File: config.mk
export PLATFORM = sky130hd
export DESIGN_NAME = pattern_pulse_gen
export DESIGN_NICKNAME = d
export VERILOG_FILES = /design/src/rtl/patgen_pkg.sv /design/src/rtl/pattern_pulse_gen_bit_timer.sv /design/src/rtl/pattern_pulse_gen.sv
export SDC_FILE = /design/constraint.sdc
export NUM_CORES = 1
export LEC_CHECK = 0
export CAP_MARGIN = 40
export CORE_UTILIZATION = 35
export CTS_CLUSTER_SIZE = 28
export DETAILED_ROUTE_END_ITERATION = 12
export GPL_TIMING_DRIVEN = 0
export PLACE_DENSITY = 0.53
export SLEW_MARGIN = 15
export SYNTH_ARGS = -nofsm -noshare
export SYNTH_HDL_FRONTEND = slang
export SYNTH_HIERARCHICAL = 1
export SYNTH_SLANG_ARGS = --single-unit
File: constraint.sdc
create_clock -name clock -period 3.2 [get_ports clock]
set_clock_uncertainty 0.15 [all_clocks]
set_input_delay 0.8 -clock clock [delete_from_list [all_inputs] [get_ports clock]]
set_output_delay 0.8 -clock clock [all_outputs]
set_load 0.005 [all_outputs]
File: src/rtl/patgen_pkg.sv
// Shared types and helpers for the pattern_pulse_gen serial pulse-pattern generator.
package patgen_pkg;

  typedef enum logic [1:0] {
    IDLE = 2'd0,
    RUN  = 2'd1,
    GAP  = 2'd2
  } state_t;

  localparam logic IDLE_LEVEL = 1'b0;

  // Requested lengths beyond the pattern register are clamped to its width.
  function automatic int unsigned clamp_len(input int unsigned len, input int unsigned max_len);
    return (len > max_len) ? max_len : len;
  endfunction

endpackage

File: src/rtl/pattern_pulse_gen_bit_timer.sv
// bit_timer: loadable down-counter giving a one-cycle expire strobe after max(ticks,1) cycles.
module bit_timer #(
  parameter int DIV_W = 8
) (
  input  logic             clock,
  input  logic             reset_n,
  input  logic             load,
  input  logic [DIV_W-1:0] ticks,
  output logic             expire
);

  logic [DIV_W-1:0] count;
  logic             armed;

  // A zero tick count behaves like one so a bit is never skipped.
  always_ff @(posedge clock or negedge reset_n) begin
    if (!reset_n) begin
      count <= '0;
      armed <= 1'b0;
    end else if (load) begin
      count <= (ticks == '0) ? '0 : ticks - DIV_W'(1);
      armed <= 1'b1;
    end else if (armed) begin
      if (count == '0) armed <= 1'b0;
      else             count <= count - DIV_W'(1);
    end
  end

  assign expire = armed && (count == '0);

endmodule

File: src/rtl/pattern_pulse_gen.sv
// Serial pulse-pattern generator: emits a latched pattern LSB first, one-shot or repeating.
// Optional inter-pass gap enabled by defining PATGEN_GAP_EN (adds gap_ticks port and GAP state).
module pattern_pulse_gen
  import patgen_pkg::*;
#(
  parameter int WIDTH = 11,
  parameter int DIV_W = 8,
  parameter int LEN_W = $clog2(WIDTH + 1)
) (
  input  logic             clock,
  input  logic             reset_n,
  input  logic             start,
  input  logic [WIDTH-1:0] pattern,
  input  logic [LEN_W-1:0] length,
  input  logic [DIV_W-1:0] bit_ticks,
  input  logic             repeat_mode,
`ifdef PATGEN_GAP_EN
  input  logic [DIV_W-1:0] gap_ticks,
`endif
  input  logic             stop,
  output logic             signal,
  output logic             busy,
  output logic             done,
  output logic [LEN_W-1:0] bit_index
);

  state_t           state;
  logic [WIDTH-1:0] pat_lat;
  logic [LEN_W-1:0] len_lat;
  logic [DIV_W-1:0] ticks_lat;
  logic             rep_lat;
  logic             stop_pending;
`ifdef PATGEN_GAP_EN
  logic [DIV_W-1:0] gap_lat;
`endif

  logic             expire;
  logic             timer_load;
  logic [DIV_W-1:0] timer_ticks;
  logic             start_ok;
  logic             last_bit;
  logic             stop_req;
  logic [LEN_W-1:0] next_idx;

  // A start in the done cycle is dropped so the earliest restart is one cycle later.
  assign start_ok = start && (length != '0) && !done;
  assign last_bit = (bit_index == len_lat - LEN_W'(1));
  assign stop_req = stop_pending || stop;
  assign next_idx = bit_index + LEN_W'(1);

  always_comb begin
    timer_load  = 1'b0;
    timer_ticks = ticks_lat;
    case (state)
      IDLE: begin
        if (start_ok) begin
          timer_load  = 1'b1;
          timer_ticks = bit_ticks;
        end
      end
      RUN: begin
        if (expire) begin
          if (!last_bit) begin
            timer_load = 1'b1;
          end else if (rep_lat && !stop_req) begin
            timer_load = 1'b1;
`ifdef PATGEN_GAP_EN
            if (gap_lat != '0) timer_ticks = gap_lat;
`endif
          end
        end
      end
`ifdef PATGEN_GAP_EN
      GAP: begin
        if (expire && !stop_req) timer_load = 1'b1;
      end
`endif
      default: begin
        timer_load = 1'b0;
      end
    endcase
  end

  bit_timer #(.DIV_W(DIV_W)) u_timer (
    .clock   (clock),
    .reset_n (reset_n),
    .load    (timer_load),
    .ticks   (timer_ticks),
    .expire  (expire)
  );

  always_ff @(posedge clock or negedge reset_n) begin
    if (!reset_n) begin
      state        <= IDLE;
      pat_lat      <= '0;
      len_lat      <= '0;
      ticks_lat    <= '0;
      rep_lat      <= 1'b0;
      stop_pending <= 1'b0;
`ifdef PATGEN_GAP_EN
      gap_lat      <= '0;
`endif
      signal       <= IDLE_LEVEL;
      busy         <= 1'b0;
      done         <= 1'b0;
      bit_index    <= '0;
    end else begin
      done <= 1'b0;
      case (state)
        IDLE: begin
          stop_pending <= 1'b0;
          if (start_ok) begin
            pat_lat   <= pattern;
            len_lat   <= LEN_W'(clamp_len(int'(length), WIDTH));
            ticks_lat <= bit_ticks;
            rep_lat   <= repeat_mode;
`ifdef PATGEN_GAP_EN
            gap_lat   <= gap_ticks;
`endif
            signal    <= pattern[0];
            busy      <= 1'b1;
            bit_index <= '0;
            state     <= RUN;
          end
        end
        RUN: begin
          if (stop) stop_pending <= 1'b1;
          if (expire) begin
            if (!last_bit) begin
              bit_index <= next_idx;
              signal    <= pat_lat[next_idx];
            end else if (rep_lat && !stop_req) begin
              bit_index <= '0;
`ifdef PATGEN_GAP_EN
              if (gap_lat != '0) begin
                signal <= IDLE_LEVEL;
                state  <= GAP;
              end else begin
                signal <= pat_lat[0];
              end
`else
              signal <= pat_lat[0];
`endif
            end else begin
              state        <= IDLE;
              signal       <= IDLE_LEVEL;
              busy         <= 1'b0;
              done         <= 1'b1;
              bit_index    <= '0;
              stop_pending <= 1'b0;
            end
          end
        end
`ifdef PATGEN_GAP_EN
        GAP: begin
          if (stop) stop_pending <= 1'b1;
          if (expire) begin
            if (stop_req) begin
              state        <= IDLE;
              signal       <= IDLE_LEVEL;
              busy         <= 1'b0;
              done         <= 1'b1;
              stop_pending <= 1'b0;
            end else begin
              state  <= RUN;
              signal <= pat_lat[0];
            end
          end
        end
`endif
        default: begin
          state <= IDLE;
        end
      endcase
    end
  end

endmodule

==> results of run 1 <==
-- metrics by stage --
step	setup TNS, ns	instances
final	0	314
after global routing	-0.0468	314
after CTS	-0.0544	312
after detailed placement	-5.61	303
after global placement	-5.72	302
after floorplan	0	193
-- cell usage in the layout (no fill, tap or decap), types with 4 or more instances in the layout --
cell type / netlist / final
dfrtp_1: 41 / 41
clkdlybuf4s50_1: 0 / 29
mux2_2: 21 / 17
inv_1: 14 / 14
nand2_1: 10 / 10
xnor2_1: 10 / 10
nor2_1: 9 / 9
a21oi_1: 8 / 8
ha_1: 6 / 6
clkbuf_8: 0 / 6
buf_4: 0 / 6
o22ai_1: 5 / 5
mux2_4: 0 / 4
o31ai_1: 4 / 4
dlygate4sd2_1: 0 / 4
-- layer usage --
metal / vias up / share of wire, % / track usage [%]
li1: 808 / - / -
met1: 774 / 48 / 21.4
met2: 31 / 46 / 26.2
met3: 7 / 4.0 / 3.03
met4: 0 / 1.5 / 6.61
met5: - / 0 / 0
-- cell families after synthesis --
kind of cell / count (synthesis) / synth area share (%)
AO/OA/AOI/OAI: 44 / 15.4
XOR/XNOR: 12 / 4.76
adder cells (fa/ha/maj): 6 / 3.40
buffers and inverters: 20 / 3.57
flip-flops: 41 / 46.5
multiplexers: 24 / 13.2
AND/OR/NAND/NOR: 46 / 13.1
-- what timing repair did --
| action | 4_1_cts | 5_1_grt |
|---|---|---|
| hold endpoints to repair | 0 | 0 |
| gates resized for setup | 6 | 4 |
| hold buffers | 0 | 0 |
| pin swaps | 1 | 4 |
| setup buffers | 4 | 2 |
| setup endpoints to repair | 8 | 8 |
-- worst max-delay path by stage --
| stage | depth (start not counted) | slack, ns | end | start |
|---|---|---|---|---|
| 3_5_place_dp | 8 | -0.84 | u_timer/count[5] | length[3] |
| 2_1_floorplan | 7 | 0.003 | u_timer/count[5] | length[1] |
| 5_1_grt | 10 | -0.02 | u_timer/count[4] | start |
| 6_report | 8 | 0.05 | u_timer/count[3] | start |
| 4_1_cts | 7 | -0.05 | u_timer/count[5] | start |
| 3_3_place_gp | 8 | -0.83 | u_timer/count[5] | length[3] |
-- flip-flops by register name, summed over array words and instances (netlist names) --
| name | count |
|---|---|
| bit_index | 4 |
| busy | 1 |
| done | 1 |
| len_lat | 4 |
| pat_lat | 11 |
| rep_lat | 1 |
| signal | 1 |
| stop_pending | 1 |
| ticks_lat | 8 |
| u_timer/armed | 1 |
| u_timer/count | 8 |
-- critical path: stages --
cell and delay [ns]:
clkdlybuf4s50_1 0.47, nor4b_4 0.26, buf_6 0.19, mux2_4 0.34
or4_4 0.57, a221oi_2 0.30, or3_1 0.15, o221a_1 0.15
-- power groups by stage --
stage,Clock (W),Sequential [W],Combinational (W)
after global routing,0.000385,0.000979,0.00131
after global placement,0,0.000943,0.00113
after CTS,0.000360,0.000942,0.00116
after detailed placement,0,0.000952,0.00114
after floorplan,0,0.000899,0.000883
final,0.000349,0.000940,0.00117
-- cell type report --
class                      count  area (um^2)  area share, %
timing repair buffer          41          395           13.8
buffer                         3         21.3          0.744
clock buffer                   7         86.3           3.02
tap                           75         93.8           3.28
sequential                    41         1030           35.9
inverter                      15         56.3           1.97
multi-input combinational    132         1180           41.2
-- Yosys cell counts, drive strengths merged, types with 2 or more instances --
| cell type | instances |
|---|---|
| a31oi | 3 |
| nor2 | 9 |
| ha | 6 |
| or4 | 3 |
| xor2 | 2 |
| a21boi | 2 |
| buf | 3 |
| mux4 | 2 |
| nor4 | 6 |
| a211oi | 2 |
| mux2 | 21 |
| nand2 | 10 |
| a21oi | 8 |
| nand3 | 3 |
| inv | 15 |
| nor3b | 2 |
| o21ai | 3 |
| a2bb2oi | 3 |
| or3 | 2 |
| a21o | 2 |
| and2 | 2 |
| o31ai | 5 |
| dfrtp | 41 |
| xnor2 | 10 |
| o22ai | 5 |
| clkbuf | 2 |
| nor3 | 3 |
==> impl_metrics.py, run 1 <==
metrics = {
    "sta": {
        "hold_ws_ns": 0.284,
        "rsz0062_at_grt": "true",
        "finalHoldViolations": 0,
        "slew_headroom_pct": 61.6,
        "tightestPinTransition_ns": 0.572,
        "max_freq_ghz": 0.318,
        "setup_viol": 0,
        "drv_slew": 0,
        "fin_crit_ns": 3.15,
        "finalCritPeriodShare_pct": 98.4,
        "fin_ws_ns": 0.0508,
    },
    "synthesis": {
        "postSynth.asyncResetShare_pct": 100,
        "synth_area_leaders": "dfrtp_1 (47%), mux2_2 (11%), xnor2_1 (4.0%)",
        "synth_top_cell_by_area": "dfrtp_1",
        "syn-cell-area_um2": 2210,
        "synth-seq-cells": 41,
        "synthesis.nets": 227,
        "synth_top_area_share_pct": 46.5,
        "synth_flop_cell": "dfrtp_1",
        "yosysWarnings": 6,
        "synth_edf_count": 0,
        "synth.distinct_cells": 52,
        "synthCells": 193,
        "seq_area_frac_synth_pct": 46.5,
        "syn_area_per_cell_um2": 11.4,
    },
    "cells_and_area": {
        "area_growth_pct": 29.6,
        "final_nets": 273,
        "drive_gt1_share_pct": 24.3,
        "final_area_um2": 2860,
        "antenna_cells": 0,
        "finish.utilization_pct": 47.7,
        "fillerInstances": 557,
    },
    "clock_network": {
        "htreeDepth": 2,
        "cts_root_buf": "clkbuf_8",
        "cts_buffer_depth": 2,
        "path_clk_slew_ns": 0.08,
        "clock-sinks": 41,
        "cts_buffers": 5,
        "clkLatencyLatePin_ns": 0.29,
        "cts_tree": "built",
    },
    "floorplanning": {
        "initial_utilization_pct": 36.8,
        "ios": 35,
        "core-area_um2": 5990,
        "dieArea_um2": 6620,
        "rows": 28,
        "die_w_um": 81.4,
        "die_h_um": 81.4,
    },
    "power_and_ir_drop": {
        "powerDensity_nw_per_um2": 860,
        "finalPower_w": 0.00246,
        "switching_share_pct": 37.6,
        "peakVddDrop_v": 0.000475,
        "switchingPower_w": 0.000926,
        "combPwrFrac_pct": 47.6,
        "power.share.sequential_pct": 38.2,
        "intPower_w": 0.00153,
        "p_leak_nw": 1.17,
        "pwr-share-clk_pct": 14.2,
    },
    "routing": {
        "vias": 1620,
        "drc_errors": 0,
        "firstDrtPassIters": 4,
        "wl_um": 4830,
        "drtAntennaViolNets": 0,
        "via_per_inst": 5.16,
        "wl_per_cell_um": 15.4,
        "drt-initial-drc-count": 29,
    },
    "placed_design": {
        "dp_hpwl_um": 3480,
        "dp_slack_ns": -0.843,
        "io_buffers": 34,
        "gp_congestion": 0.789,
        "dpl-instance-area_um2": 2710,
    },
    "critical_path": {
        "startpoint_type": "input port",
        "critical_path_class": "in -> reg",
        "path_max_fanout": 7,
        "r2r-end": "u_timer/count[4]",
        "reg2regPathDepth": 10,
        "cp-end-kind": "register",
        "reg2reg_from": "len_lat[0]",
        "cp_data_required_time_ns": 3.29,
        "r2r_slack_ns": 0.25,
        "arrival_ns": 3.24,
    },
    "global_route": {
        "antenna_found_initial": 0,
        "grt.overflow.total": 0,
        "grt_usage_pct": 16.3,
        "first_global_vias": 1646,
        "grt_max_degree": 26,
        "grt_pass1_wl_um": 8060,
    },
    "worst_hold_path": {
        "hp-class": "in -> async",
    },
    "flow_run": {
        "cap_violations": 0,
    },
    "outcome": {
        "status": "complete, no violations",
    },
}
Power figures use the tool's default switching activity.
==> inputs of run 2 (changes only) <==
--- a/config.mk
+++ b/config.mk
@@ -6,11 +6,11 @@
 export NUM_CORES = 1
 export LEC_CHECK = 0
 export CAP_MARGIN = 40
-export CORE_UTILIZATION = 35
+export CORE_UTILIZATION = 45
 export CTS_CLUSTER_SIZE = 28
 export DETAILED_ROUTE_END_ITERATION = 12
 export GPL_TIMING_DRIVEN = 0
-export PLACE_DENSITY = 0.53
+export PLACE_DENSITY = 0.66
 export SLEW_MARGIN = 15
 export SYNTH_ARGS = -nofsm -noshare
 export SYNTH_HDL_FRONTEND = slang
==> run 2 against run 1 <==
Effect of this change:
- sequential power up 0.5%
- cell area increased by 2.0%
- count of clock-buffer cells in the layout decreased by 2
- die area shrank 22%
- worst setup slack better by 0.050 ns
- combinational power increased by 9%
- register-to-register slack better by 0.07 ns
- first-iteration DRC count grew to 2.8 times the previous value
- wire length shrank 0.77%
- largest power group unchanged
- critical path depth is the same
==> impl_metrics.py, run 2 (synthesis results as in run 1) <==
metrics = {
    "critical_path": {
        "path_buf_inv": 2,
        "reg2reg_from": "len_lat[0]",
        "arrival_ns": 3.17,
        "slowest_delay_ns": 0.56,
        "r2r_slack_ns": 0.32,
        "r2r-end": "u_timer/count[3]",
        "reg2regPathDepth": 10,
        "cp_data_required_time_ns": 3.27,
        "cpMostUsedCell": "or4_4",
        "crit_chain": "clkbuf_2 -> nor4_4 -> nor4b_4 -> buf_6 -> mux2_4 -> or4_4 -> or4_4 -> a31oi_4",
        "critical_path.top_delay_family": "simple AND/OR/NAND/NOR gates",
        "crit_slowest_cell": "or4_4",
        "cp-end-kind": "register",
        "startpoint_type": "input port",
        "path_max_fanout": 8,
        "critical_path_class": "in -> reg",
    },
    "power_and_ir_drop": {
        "powerDensity_nw_per_um2": 875,
        "switchingPower_w": 0.000988,
        "pwr-share-clk_pct": 13.1,
        "power.share.sequential_pct": 37.0,
        "peakVddDrop_v": 0.000480,
        "switching_share_pct": 38.7,
        "intPower_w": 0.00156,
        "p_leak_nw": 1.20,
        "combPwrFrac_pct": 49.8,
    },
    "placed_design": {
        "gp_congestion": 0.839,
        "io_buffers": 34,
        "dp_hpwl_um": 3470,
        "dp_slack_ns": -0.893,
        "dpl-instance-area_um2": 2700,
    },
    "clock_network": {
        "cts_root_buf": "clkbuf_8",
        "htreeDepth": 2,
        "path_clk_slew_ns": 0.08,
        "clock-sinks": 41,
        "cts_tree": "built",
        "cts_buffer_depth": 2,
        "cts_buffers": 5,
        "clkLatencyLatePin_ns": 0.30,
        "holdBufCountCts": 0,
    },
    "sta": {
        "rsz0062_at_grt": "false",
        "tightestPinTransition_ns": 0.558,
        "fin_crit_ns": 3.10,
        "fin_ws_ns": 0.101,
        "setup_viol": 0,
        "slew_headroom_pct": 62.5,
        "drv_slew": 0,
        "finalHoldViolations": 0,
        "max_freq_ghz": 0.323,
        "finalCritPeriodShare_pct": 96.8,
    },
    "routing": {
        "wl_met2_um": 2320,
        "vias": 1705,
        "wl_met1_um": 2170,
        "drt-initial-drc-count": 81,
        "met3_length_um": 238,
        "drtAntennaViolNets": 0,
        "wl_per_cell_um": 15.4,
        "drc_errors": 0,
        "via_per_inst": 5.46,
        "wl_um": 4790,
        "top_layer": "met4",
        "firstDrtPassIters": 4,
    },
    "floorplanning": {
        "die_w_um": 72.0,
        "die_h_um": 72.0,
        "rows": 25,
        "dieArea_um2": 5190,
        "core-area_um2": 4720,
        "initial_utilization_pct": 46.7,
        "ios": 35,
    },
    "cells_and_area": {
        "largest_reg_flops": 11,
        "final_cell_mix": "dfrtp_1 (41), clkdlybuf4s50_1 (28), mux2_2 (17), inv_1 (13), buf_4 (11)",
        "top_register": "pat_lat",
        "mostFrequentLayoutCell": "dfrtp_1",
        "area_growth_pct": 32.2,
        "fillerInstances": 396,
        "final_area_um2": 2920,
        "antenna_cells": 0,
        "drive_gt1_share_pct": 30.6,
        "final_nets": 278,
        "largestRegisters": "pat_lat x11, ticks_lat x8, u_timer/count x8",
        "finish.utilization_pct": 61.7,
    },
    "global_route": {
        "antenna_found_initial": 0,
        "grt_usage_pct": 20.7,
        "grt.overflow.total": 0,
        "first_global_vias": 1710,
        "grt_pass1_wl_um": 8070,
        "grt_max_degree": 26,
    },
    "worst_hold_path": {
        "hp-class": "in -> async",
    },
    "outcome": {
        "status": "complete, no violations",
    },
    "flow_run": {
        "cap_violations": 0,
    },
}
-- run 2: how the worst max path moves through the flow --
stage                   start                to  slack (ns)  cells past startpoint
global placement    length[3]  u_timer/count[5]       -0.87                      8
finish              length[3]  u_timer/count[5]        0.10                      8
CTS                     start  u_timer/count[3]       0.004                     11
global route        length[2]  u_timer/count[5]        0.07                      8
detailed placement  length[3]  u_timer/count[5]       -0.89                      8
floorplan           length[1]  u_timer/count[5]       0.003                      7
-- run 2: area by class of cell --
| class | instances | area (um^2) | share of cell area, % |
|---|---|---|---|
| tap | 67 | 83.8 | 2.88 |
| clock buffer | 5 | 68.8 | 2.36 |
| sequential | 41 | 1030 | 35.2 |
| timing repair buffer | 46 | 420 | 14.4 |
| inverter | 15 | 56.3 | 1.93 |
| clock inverter | 3 | 17.5 | 0.601 |
| buffer | 3 | 21.3 | 0.730 |
| multi-input combinational | 132 | 1220 | 41.9 |
-- run 2: power groups by stage --
stage               registers [W]  logic, W  clock network (W)
floorplan                0.000899  0.000883                  0
global placement         0.000944   0.00112                  0
detailed placement       0.000952   0.00114                  0
CTS                      0.000942   0.00118           0.000347
global route             0.000977   0.00139           0.000372
finish                   0.000945   0.00127           0.000335
-- run 2: routing by layer --
metal,vias up,GRT usage [%]
met3,10,5.56
met5,-,0
met2,58,33.2
met4,0,7.84
met1,817,27.1
li1,820,-
-- run 2: metrics by stage --
stage          setup TNS, ns  std cells  power, W  hold WS (ns)
2_1_floorplan              0        193   0.00178         0.325
3_3_place_gp           -6.04        294   0.00206         0.339
3_5_place_dp           -6.03        295   0.00209         0.345
4_1_cts                    0        307   0.00247         0.277
5_1_grt                    0        312   0.00274         0.290
6_report                   0        312   0.00255         0.268
-- run 2: repair_timing --
| item | in CTS | in global routing |
|---|---|---|
| resized for setup | 6 | 21 |
| pin swaps | 4 | 6 |
| setup buffers | 6 | 5 |
| endpoints found under the hold margin | 0 | 0 |
| setup endpoints to repair | 9 | 6 |
-- run 2: worst register-to-register path, cell delays in order, from the launching register on --
cell and delay [ns]:
dfrtp_1 0.42, inv_1 0.07, ha_1 0.30, xnor2_1 0.16, nor4_4 0.53, a21oi_1 0.14
or2_4 0.30, inv_1 0.21, a221oi_2 0.07, or3_1 0.31, o221a_1 0.12
